### config.mk
export PLATFORM = sky130hd
export DESIGN_NAME = maxnet_core_flat
export DESIGN_NICKNAME = d
export VERILOG_FILES = /design/src/rtl/maxnet_pkg.sv /design/src/rtl/maxnet_if.sv /design/src/rtl/maxnet_pe.sv /design/src/rtl/maxnet_core.sv /design/src/flat_wrapper.sv
export SDC_FILE = /design/constraint.sdc
export NUM_CORES = 1
export LEC_CHECK = 0
export ABC_AREA = 1
export CORE_MARGIN = 2
export CORE_UTILIZATION = 50
export DETAILED_ROUTE_END_ITERATION = 10
export PLACE_DENSITY = 0.72
export SYNTH_ARGS = -nofsm -noshare
export SYNTH_HDL_FRONTEND = slang
export SYNTH_SLANG_ARGS = --single-unit
### constraint.sdc
create_clock -name clk -period 5.38 [get_ports clk]
set_input_delay 1.614 -clock clk [delete_from_list [all_inputs] [get_ports clk]]
set_output_delay 1.614 -clock clk [all_outputs]
set_load 0.02 [all_outputs]
### src/rtl/maxnet_pkg.sv
// rtl/maxnet_pkg.sv - shared constants, state encoding and helpers for the maxnet engine
package maxnet_pkg;

    localparam int          MAXNET_DW   = 32;
    localparam int          MAXNET_FRAC = 16;
    localparam logic [31:0] MAXNET_EPS  = 32'h0000_2000;

    localparam logic [31:0] ONE  = 32'h0001_0000;
    localparam logic [31:0] ZERO = 32'h0000_0000;

    typedef enum logic [2:0] {
        IDLE   = 3'd0,
        LOAD   = 3'd1,
        SUM    = 3'd2,
        UPDATE = 3'd3,
        DONE   = 3'd4
    } state_t;

    // Negative activations are clamped to zero on entry
    function automatic logic [MAXNET_DW-1:0] relu(input logic signed [MAXNET_DW-1:0] v);
        return v[MAXNET_DW-1] ? ZERO : v;
    endfunction

endpackage

### src/rtl/maxnet_if.sv
// rtl/maxnet_if.sv - request/result bundle between the maxnet engine and its neighbours
interface maxnet_if #(
    parameter int DW = maxnet_pkg::MAXNET_DW,
    parameter int IW = 7
);
    logic          start;
    logic [DW-1:0] in1, in2, in3, in4;
    logic          busy;
    logic          done;
    logic [DW-1:0] x1, x2, x3, x4;
    logic [DW-1:0] a1, a2, a3, a4;
    logic          ch1, ch2, ch3, ch4;
    logic [IW-1:0] iter_cnt;
    logic          timeout;

    modport master (
        output start, in1, in2, in3, in4,
        input  busy, done, x1, x2, x3, x4, a1, a2, a3, a4,
        input  ch1, ch2, ch3, ch4, iter_cnt, timeout
    );

    modport slave (
        input  start, in1, in2, in3, in4,
        output busy, done, x1, x2, x3, x4, a1, a2, a3, a4,
        output ch1, ch2, ch3, ch4, iter_cnt, timeout
    );
endinterface

### src/rtl/maxnet_pe.sv
// rtl/maxnet_pe.sv - one neuron's lateral-inhibition update
module maxnet_pe #(
    parameter int DW   = 32,
    parameter int FRAC = 16,
    parameter int SW   = DW + 2
) (
    input  logic signed [DW-1:0] a,
    input  logic signed [SW-1:0] s,
    input  logic        [DW-1:0] eps,
    output logic signed [DW-1:0] a_next,
    output logic                 nz
);
    localparam int PW = SW + DW;

    logic signed [SW-1:0] diff;
    logic signed [PW-1:0] prod;
    logic signed [PW-1:0] p;
    logic signed [PW-1:0] a_ext;

    // Inhibition is eps times the sum of the other three neurons; clamp at zero
    always_comb begin
        diff   = s - SW'(a);
        prod   = $signed({{(PW-SW){diff[SW-1]}}, diff}) * $signed({{(PW-DW){1'b0}}, eps});
        p      = prod >>> FRAC;
        a_ext  = PW'(a);
        a_next = (p > a_ext) ? '0 : a - p[DW-1:0];
        nz     = |a_next;
    end
endmodule

### src/rtl/maxnet_core.sv
// rtl/maxnet_core.sv - iterative 4-neuron maxnet winner-take-all engine
module maxnet_core
    import maxnet_pkg::*;
#(
    parameter int            DW       = MAXNET_DW,
    parameter int            FRAC     = MAXNET_FRAC,
    parameter logic [DW-1:0] EPS      = MAXNET_EPS,
    parameter int            MAX_ITER = 64,
    parameter int            IW       = 7
) (
    input logic     clk,
    input logic     rst_n,
    maxnet_if.slave bus
);
    localparam int SW = DW + 2;

    localparam logic [2:0] ST_IDLE   = IDLE;
    localparam logic [2:0] ST_LOAD   = LOAD;
    localparam logic [2:0] ST_SUM    = SUM;
    localparam logic [2:0] ST_UPDATE = UPDATE;
    localparam logic [2:0] ST_DONE   = DONE;

    logic [2:0]           state_q;
    logic signed [DW-1:0] a_q    [4];
    logic signed [DW-1:0] x_q    [4];
    logic signed [DW-1:0] a_next [4];
    logic signed [DW-1:0] in_w   [4];
    logic [3:0]           ch_q;
    logic [3:0]           nz;
    logic signed [SW-1:0] sum_q;
    logic [IW-1:0]        iter_q;
    logic [IW-1:0]        iter_inc;
    logic                 timeout_q;
    logic                 multi;

    assign in_w[0] = bus.in1;
    assign in_w[1] = bus.in2;
    assign in_w[2] = bus.in3;
    assign in_w[3] = bus.in4;

    for (genvar i = 0; i < 4; i++) begin : g_pe
        maxnet_pe #(.DW(DW), .FRAC(FRAC), .SW(SW)) u_pe (
            .a      (a_q[i]),
            .s      (sum_q),
            .eps    (EPS),
            .a_next (a_next[i]),
            .nz     (nz[i])
        );
    end

    // Two or more survivors after this update means another iteration is needed
    assign multi    = |(nz & (nz - 4'd1));
    assign iter_inc = iter_q + 1'b1;

    // Sequencer: load, then alternate sum/update until a single winner or the cap
    always_ff @(posedge clk or negedge rst_n) begin
        if (!rst_n) begin
            state_q   <= ST_IDLE;
            sum_q     <= '0;
            iter_q    <= '0;
            timeout_q <= 1'b0;
            ch_q      <= '0;
            for (int i = 0; i < 4; i++) begin
                a_q[i] <= '0;
                x_q[i] <= '0;
            end
        end else begin
            case (state_q)
                ST_IDLE: begin
                    if (bus.start) begin
                        for (int i = 0; i < 4; i++) begin
                            x_q[i]  <= relu(in_w[i]);
                            a_q[i]  <= relu(in_w[i]);
                            ch_q[i] <= |relu(in_w[i]);
                        end
                        iter_q    <= '0;
                        timeout_q <= 1'b0;
                        state_q   <= ST_LOAD;
                    end
                end
                ST_LOAD: state_q <= ST_SUM;
                ST_SUM: begin
                    sum_q   <= SW'(a_q[0]) + SW'(a_q[1]) + SW'(a_q[2]) + SW'(a_q[3]);
                    state_q <= ST_UPDATE;
                end
                ST_UPDATE: begin
                    for (int i = 0; i < 4; i++) begin
                        a_q[i] <= a_next[i];
                    end
                    ch_q   <= nz;
                    iter_q <= iter_inc;
                    if (!multi) begin
                        state_q <= ST_DONE;
                    end else if (iter_inc == IW'(MAX_ITER)) begin
                        timeout_q <= 1'b1;
                        state_q   <= ST_DONE;
                    end else begin
                        state_q <= ST_SUM;
                    end
                end
                ST_DONE: state_q <= ST_IDLE;
                default: state_q <= ST_IDLE;
            endcase
        end
    end

    assign bus.busy     = (state_q == ST_LOAD) || (state_q == ST_SUM) || (state_q == ST_UPDATE);
    assign bus.done     = (state_q == ST_DONE);
    assign bus.x1       = x_q[0];
    assign bus.x2       = x_q[1];
    assign bus.x3       = x_q[2];
    assign bus.x4       = x_q[3];
    assign bus.a1       = a_q[0];
    assign bus.a2       = a_q[1];
    assign bus.a3       = a_q[2];
    assign bus.a4       = a_q[3];
    assign bus.ch1      = ch_q[0];
    assign bus.ch2      = ch_q[1];
    assign bus.ch3      = ch_q[2];
    assign bus.ch4      = ch_q[3];
    assign bus.iter_cnt = iter_q;
    assign bus.timeout  = timeout_q;
endmodule

### src/flat_wrapper.sv
// flat-port wrapper written by rule: the top's interface ports become plain ports
module maxnet_core_flat import maxnet_pkg::*;
#(
    parameter int            DW       = MAXNET_DW,
    parameter int            FRAC     = MAXNET_FRAC,
    parameter logic [DW-1:0] EPS      = MAXNET_EPS,
    parameter int            MAX_ITER = 64,
    parameter int            IW       = 7
)
  (clk, rst_n, bus_start, bus_in1, bus_in2, bus_in3, bus_in4, bus_busy, bus_done, bus_x1, bus_x2, bus_x3, bus_x4, bus_a1, bus_a2, bus_a3, bus_a4, bus_ch1, bus_ch2, bus_ch3, bus_ch4, bus_iter_cnt, bus_timeout);
  maxnet_if #(.DW(DW), .IW(IW)) bus_i ();
  input logic clk;
  input logic rst_n;
  input wire logic [$bits(bus_i.start)-1:0] bus_start;
  input wire logic [$bits(bus_i.in1)-1:0] bus_in1;
  input wire logic [$bits(bus_i.in2)-1:0] bus_in2;
  input wire logic [$bits(bus_i.in3)-1:0] bus_in3;
  input wire logic [$bits(bus_i.in4)-1:0] bus_in4;
  output wire logic [$bits(bus_i.busy)-1:0] bus_busy;
  output wire logic [$bits(bus_i.done)-1:0] bus_done;
  output wire logic [$bits(bus_i.x1)-1:0] bus_x1;
  output wire logic [$bits(bus_i.x2)-1:0] bus_x2;
  output wire logic [$bits(bus_i.x3)-1:0] bus_x3;
  output wire logic [$bits(bus_i.x4)-1:0] bus_x4;
  output wire logic [$bits(bus_i.a1)-1:0] bus_a1;
  output wire logic [$bits(bus_i.a2)-1:0] bus_a2;
  output wire logic [$bits(bus_i.a3)-1:0] bus_a3;
  output wire logic [$bits(bus_i.a4)-1:0] bus_a4;
  output wire logic [$bits(bus_i.ch1)-1:0] bus_ch1;
  output wire logic [$bits(bus_i.ch2)-1:0] bus_ch2;
  output wire logic [$bits(bus_i.ch3)-1:0] bus_ch3;
  output wire logic [$bits(bus_i.ch4)-1:0] bus_ch4;
  output wire logic [$bits(bus_i.iter_cnt)-1:0] bus_iter_cnt;
  output wire logic [$bits(bus_i.timeout)-1:0] bus_timeout;
  assign bus_i.start = bus_start;
  assign bus_i.in1 = bus_in1;
  assign bus_i.in2 = bus_in2;
  assign bus_i.in3 = bus_in3;
  assign bus_i.in4 = bus_in4;
  assign bus_busy = bus_i.busy;
  assign bus_done = bus_i.done;
  assign bus_x1 = bus_i.x1;
  assign bus_x2 = bus_i.x2;
  assign bus_x3 = bus_i.x3;
  assign bus_x4 = bus_i.x4;
  assign bus_a1 = bus_i.a1;
  assign bus_a2 = bus_i.a2;
  assign bus_a3 = bus_i.a3;
  assign bus_a4 = bus_i.a4;
  assign bus_ch1 = bus_i.ch1;
  assign bus_ch2 = bus_i.ch2;
  assign bus_ch3 = bus_i.ch3;
  assign bus_ch4 = bus_i.ch4;
  assign bus_iter_cnt = bus_i.iter_cnt;
  assign bus_timeout = bus_i.timeout;
  maxnet_core #(.DW(DW), .FRAC(FRAC), .EPS(EPS), .MAX_ITER(MAX_ITER), .IW(IW)) u_core (.clk(clk), .rst_n(rst_n), .bus(bus_i));
endmodule
## Word-level counts from Yosys, hierarchy flattened

Index checks and enable logic that the tools add are counted.

| storage, ports and cells | value |
|---|---|
| bits in registers | 305 |
| input port bits | 131 |
| output and inout port bits | 270 |
| logic and storage cells | 77 |

| operators by class | value |
|---|---|
| add/sub/neg operators | 13 |
| $lt $le $gt $ge | 4 |
| equality and inequality tests | 8 |
| multiplexer cells | 22 |
| bitwise logic cells | 1 |
| reduce and logical (&&, ||, !) cells | 16 |

Operators with widths:

| cell | count |
|---|---|
| one-hot mux 128 bit (2 select lines) | 1 |
| OR reduction 32 bit | 8 |
| subtractor 34 x 32 -> 34 bit | 4 |
| > comparator 31 x 32 -> 1 bit | 4 |
| two-way mux 128 bit | 1 |
| two-way mux 32 bit | 4 |
| subtractor 32 bit | 4 |
| two-way mux 31 bit | 4 |
| adder 33 x 32 -> 34 bit | 1 |
| adder 34 x 32 -> 34 bit | 1 |
| adder 32 x 32 -> 33 bit | 1 |
| one-hot mux 7 bit (2 select lines) | 1 |
| one-hot mux 3 bit (4 select lines) | 1 |
| two-way mux 3 bit | 3 |
| one-hot mux 4 bit (2 select lines) | 1 |
| adder 7 x 1 -> 7 bit, second input constant | 1 |
| == test 7 bit, second input constant | 1 |
| two-way mux 7 bit | 1 |
| == test 3 x 2 -> 1 bit, second input constant | 2 |
| bitwise AND 4 bit | 1 |
| two-way mux 4 bit | 1 |
| != test 2 x 1 -> 1 bit, second input constant | 2 |
| AND reduction 2 bit | 2 |
| AND reduction 4 bit | 1 |
| 10 further kinds | 13 |

## Longest topological paths before layout

| logic depth | value |
|---|---|
| depth in word-level cells | 9 |
| gate-level depth with buffers | 45 |
| depth with buffers taken out | 45 |

## By module

Synthesis repeated with hierarchy kept, for this count alone.

| second synthesis, totals | value |
|---|---|
| cells, all modules | 24,930 |
| area, all modules | 194,139.9 µm² |

Modules (own cells, without submodules):

| module | times used | cells an instance | area each (µm²) | seq. area each (µm²) |
|---|---|---|---|---|
| maxnet_pe (u_core.g_pe[1].u_pe ...) | 2 | 5,697 | 44,227.4 | 0.0 |
| maxnet_pe (u_core.g_pe[3].u_pe) | 1 | 5,717 | 44,592.8 | 0.0 |
| maxnet_pe (u_core.g_pe[0].u_pe) | 1 | 5,696 | 44,346.3 | 0.0 |
| maxnet_core | 1 | 2,123 | 16,746.1 | 7,532.2 |

## Least setup slack after synthesis

No wires, ideal clock.

| timing path | value |
|---|---|
| path type | register -> register |
| from | register u_core.a_q, in the netlist u_core.bus.a3[2] |
| to | register u_core.state_q[1] |
| library setup time | 133 ps |
| data arrival time | 4,508 ps |
| data required time | 5,247 ps |
| path slack | 738 ps |
| cell stages (with the launch flop) | 39 |
| path buffers | 1 |
| clock period less this slack | 4,642 ps |
| path through | dfrtp_1 -> inv_1 -> ha_1 -> a21oi_1 -> o21ai_1 -> a21oi_1 -> o21bai_2 -> a21oi_1 -> inv_1 -> nand2_1 -> nand2_1 -> nand2_1 -> nand2_1 -> nand2_1 -> nand2_1 -> nand2_1 -> nand2_1 -> a21oi_1 -> [... 3 more ...] -> nand2_2 -> nor2_1 -> nand2_1 -> nor2_1 -> nand2_1 -> nand3_1 -> nand3_2 -> buf_6 -> o21ai_0 -> nand2_1 -> nor2_1 -> nand2_1 -> nor2_2 -> nand3_1 -> nand2_1 -> nand2_1 -> nand3_1 -> nand3_1 |

| on the way | value |
|---|---|
| longest elaborated chain between the ends | 9 |
| elaborated cells between the ends (all ways) | 10 |
| classes of those cells | add/sub: 3; order compare: 1; mux: 3; bitwise: 1; reduce/logical: 2 |

RTL lines:

| what | RTL line | source |
|---|---|---|
| from (decl) | maxnet_core.sv:24 | `logic signed [DW-1:0] a_q [4];` |
| from (signal, indexed assignment) | maxnet_core.sv:73 | `a_q[i] <= relu(in_w[i]);` |
| from (signal, indexed assignment) | maxnet_core.sv:88 | `a_q[i] <= a_next[i];` |
| subtractor 34 x 32 -> 34 bit | maxnet_pe.sv:22 | `diff = s - SW'(a);` |
| subtractor 32 bit or > comparator 31 x 32 -> 1 bit (tied branches) | maxnet_pe.sv:26 | `a_next = (p > a_ext) ? '0 : a - p[DW-1:0];` |
| two-way mux 32 bit * | maxnet_pe.sv:26 |  |
| OR reduction 32 bit * | maxnet_pe.sv:27 | `nz = \|a_next;` |
| subtractor 4 x 1 -> 4 bit | maxnet_core.sv:52 | `assign multi = \|(nz & (nz - 4'd1));` |
| bitwise AND 4 bit * | maxnet_core.sv:52 |  |
| OR reduction 4 bit * | maxnet_core.sv:52 |  |
| two-way mux 3 bit * | maxnet_core.sv:92 | `if (!multi) begin` |
| one-hot mux 3 bit (4 select lines) * | maxnet_core.sv:68 | `case (state_q)` |
| to (signal assigned) | maxnet_core.sv:58 | `state_q <= ST_IDLE;` |
| to (signal assigned) | maxnet_core.sv:93 | `state_q <= ST_DONE;` |
| to (signal assigned) | maxnet_core.sv:96 | `state_q <= ST_DONE;` |
| to (decl) | maxnet_core.sv:23 | `logic [2:0] state_q;` |

Every way passes the cells marked *; elsewhere a longest branch is shown, timed or not.
A chain may end at the register's enable or synchronous reset.

## Worst setup path after layout

| timing path | value |
|---|---|
| from | register u_core.sum_q[29] |
| to | register u_core.state_q[1] |

| on the way | value |
|---|---|
| longest elaborated chain between the ends | 9 |
| elaborated cells between the ends (all ways) | 25 |
| classes of those cells | add/sub: 9; order compare: 4; mux: 6; bitwise: 1; reduce/logical: 5 |

RTL lines:

| what | RTL line | source |
|---|---|---|
| from (decl) | maxnet_core.sv:30 | `logic signed [SW-1:0] sum_q;` |
| from (signal assigned) | maxnet_core.sv:83 | `sum_q <= SW'(a_q[0]) + SW'(a_q[1]) + SW'(a_q[2]) + SW'(a_q[3]);` |
| subtractor 34 x 32 -> 34 bit | maxnet_pe.sv:22 |  |
| subtractor 32 bit or > comparator 31 x 32 -> 1 bit (tied branches) | maxnet_pe.sv:26 |  |
| two-way mux 32 bit | maxnet_pe.sv:26 |  |
| OR reduction 32 bit | maxnet_pe.sv:27 |  |
| subtractor 4 x 1 -> 4 bit | maxnet_core.sv:52 |  |
| bitwise AND 4 bit * | maxnet_core.sv:52 |  |
| OR reduction 4 bit * | maxnet_core.sv:52 |  |
| two-way mux 3 bit * | maxnet_core.sv:92 |  |
| one-hot mux 3 bit (4 select lines) * | maxnet_core.sv:68 |  |

Marks and branches as above.

==> impl_metrics.json <==
{
  "status": "finished clean",
  "dp_cells": 7022,
  "whs_endpoint": "u_core.ch_q[2]",
  "min_from": "u_core.ch_q[2]",
  "worstSetupStartpointType": "flip-flop",
  "clock-sinks": 301,
  "viasPerCell": 5.60,
  "rows": 97,
  "path_clk_slew_ns": 0.06,
  "first_global_vias": 37200,
  "path_max_fanout": 25,
  "path_buf_inv": 3,
  "instances_no_fill": 7137,
  "grt_use_total": 0.422,
  "required_ns": 5.86,
  "crit_family": "simple AND/OR/NAND/NOR gates",
  "drc": 0,
  "dr.first_iter.drc_count": 4103,
  "netlist_area_sq_um": 35000,
  "final_cell_area_sq_um": 47000,
  "fin_tns_setup_ns": 0,
  "fin_skew_ns": 0.0390,
  "insertion_delay_ns": 0.62,
  "place_area_sq_um": 43800,
  "firstDrtPassIters": 7,
  "r2r_slack_ns": 0.11,
  "cap_violations": 0,
  "dr_wl_met3_um": 14300,
  "cts_buffers": 40,
  "timing.rr.end": "u_core.state_q[1]",
  "wl_per_cell_um": 22.1,
  "met1_length_um": 63000,
  "hp-class": "reg2reg",
  "cts_tree": "done",
  "max_stage_delay_ns": 0.71,
  "synth-seq-cells": 301,
  "arrival_ns": 5.75,
  "antenna_found_initial": 2,
  "start_util": 0.503,
  "setup_viol": 0,
  "period_share": 0.979,
  "routed_wl_um": 158000,
  "dp_hpwl_um": 130000,
  "grt_pass1_wl_um": 227000,
  "synth-edff-count": 0,
  "die_w_um": 269,
  "ys_seq_area_frac": 0.215,
  "cts.path.max_buffers": 3,
  "synthDistinctLibCells": 57,
  "n_fill_cell": 6385,
  "areaGrowthSynthToFinish_pct": 34.2,
  "ant_nets": 0,
  "period_minus_slack_ns": 5.27,
  "path_depth": 26,
  "critPathKind": "reg2reg",
  "coreArea_sq_um": 69700,
  "via_count": 40000,
  "yosys_warnings": 0,
  "grt_max_degree": 107,
  "cp-end-kind": "flip-flop",
  "htreeDepth": 2,
  "ys.flop_type": "dfrtp_1",
  "drv_slew": 0,
  "dr.max_layer_used": "met5",
  "syn-instance-count": 5267,
  "met2_length_um": 69600,
  "place.gp.congestion": 1.13,
  "drive_above_1_share": 0.161,
  "slowest_stage": "dfrtp_1",
  "ys_async_sr_fraction": 1.00,
  "r2r-start": "u_core.sum_q[29]",
  "cts_hold_buf": 0,
  "clk_root_buffer_cell": "clkbuf_16",
  "hold_depth": 2,
  "nNetsFinal": 6779,
  "fmax_mhz": 190,
  "slew-limit-headroom": 0.271,
  "syn_area_per_cell_sq_um": 6.65,
  "rr_worst_depth": 26,
  "hold_viol": 0,
  "die_h_um": 269,
  "crit_path_frequent_cell": "nand2_1",
  "grt-ovfl-total": 0,
  "dieArea_sq_um": 72200,
  "io_buffer_count": 396,
  "io_pins": 401,
  "tightestPinTransition_ns": 1.09
}
how the worst max path moves through the flow:
stage | from | to | slack (ns)
floorplan | u_core.bus.a3[2] | u_core.state_q[1] | 0.74
global placement | u_core.sum_q[1] | u_core.state_q[1] | -0.18
detailed placement | u_core.sum_q[3] | u_core.state_q[1] | -0.20
CTS | u_core.sum_q[4] | u_core.state_q[1] | 0.004
global route | u_core.bus.a3[3] | u_core.state_q[1] | -0.11
finish | u_core.sum_q[29] | u_core.state_q[1] | 0.11
cells in the mapped netlist (23+ instances only):
library cell / number / area share
a31oi_1: 43 / 0.0077
nand3_1: 333 / 0.048
ha_1: 414 / 0.15
fa_1: 69 / 0.039
nor3_1: 37 / 0.0053
o21bai_1: 23 / 0.0049
nand3b_1: 24 / 0.0051
nand2_1: 1247 / 0.13
xnor2_1: 53 / 0.013
o211ai_1: 130 / 0.028
o21ai_1: 46 / 0.0066
inv_1: 1005 / 0.11
clkbuf_1: 81 / 0.0087
o21ai_0: 294 / 0.042
xor2_1: 157 / 0.039
nand4_1: 46 / 0.0082
a21oi_1: 342 / 0.049
nor2_1: 381 / 0.041
dfrtp_1: 301 / 0.22
cell families (layout without fill, tap and decap cells):
family                     Yosys count  count (layout)  share of synthesized area
and+or+nand+nor                   2158            2158                      0.259
xor gates and xnor gates           210             210                     0.0525
other                                1               5                   0.000107
buffers and inverters             1123            2049                      0.122
adders and majority gates          483             483                      0.187
DFF                                301             301                      0.215
AOI/OAI and AO/OA                  991             991                      0.164
what timing repair did:
action / 4_1_cts / 5_1_grt
resized for setup: 28 / 325
setup endpoints to repair: 4 / 8
buffers inserted: 4 / 35
pin swaps: 6 / 108
gates cloned: 0 / 2
registers in the layout (all words and copies together), names as in the netlist, 31 cells and up:
register and cells:
u_core.bus.a1 32, u_core.bus.a2 32, u_core.bus.a3 32, u_core.bus.a4 32
u_core.bus.x1 31, u_core.bus.x2 31, u_core.bus.x3 31, u_core.bus.x4 31
u_core.sum_q 34
cell usage in the layout, fill, tap and decap left out, types with 29 or more instances in the layout:
master           count
nor2_1             343
nand3_1            324
clkbuf_16           42
buf_4              539
a21oi_1            294
o21ai_0            271
a21oi_2             42
a31oi_1             42
nand2_1           1169
dfrtp_1            289
nor2_2              40
nor3_1              29
fa_1                69
clkdlybuf4s50_1    395
o21ai_1             51
nand2_2             95
ha_1               379
inv_1              998
nand4_1             46
xnor2_1             50
o211ai_1           130
xor2_1             141
metrics by stage:
step / hold WS, ns / util / setup slack, ns
2_1_floorplan: 0.513 / - / 0.738
3_3_place_gp: 0.498 / 0.629 / -0.180
3_5_place_dp: 0.505 / 0.629 / -0.200
4_1_cts: 0.524 / 0.651 / 0.00397
5_1_grt: 0.545 / 0.674 / -0.106
6_report: 0.528 / 0.674 / 0.114
metal layers:
layer  GRT usage  vias to the layer above
li1            -                    18800
met1       0.534                    18700
met2       0.667                     1954
met3      0.0826                      466
met4       0.251                        2
met5           0                        -
layout make-up:
class | instances | area [sq um] | share of cell area
sequential | 301 | 7550 | 0.161
clock inverter | 24 | 333 | 0.00708
antenna | 1 | 2.50 | 0.0000533
clock buffer | 49 | 1080 | 0.0231
multi-input combinational | 3846 | 24600 | 0.524
inverter | 1021 | 3840 | 0.0817
tap | 940 | 1180 | 0.0250
timing repair buffer | 955 | 8390 | 0.179
worst min-delay path, delay by kind of cell, from the launching register on:
kind | cells | cell delay [ns]
AOI/OAI and AO/OA | 1 | 0.08
DFF | 1 | 0.35
and+or+nand+nor | 1 | 0.06
Power is not shown: default switching activity piles up to over one toggle a cycle in this logic, so the estimate is an artifact.
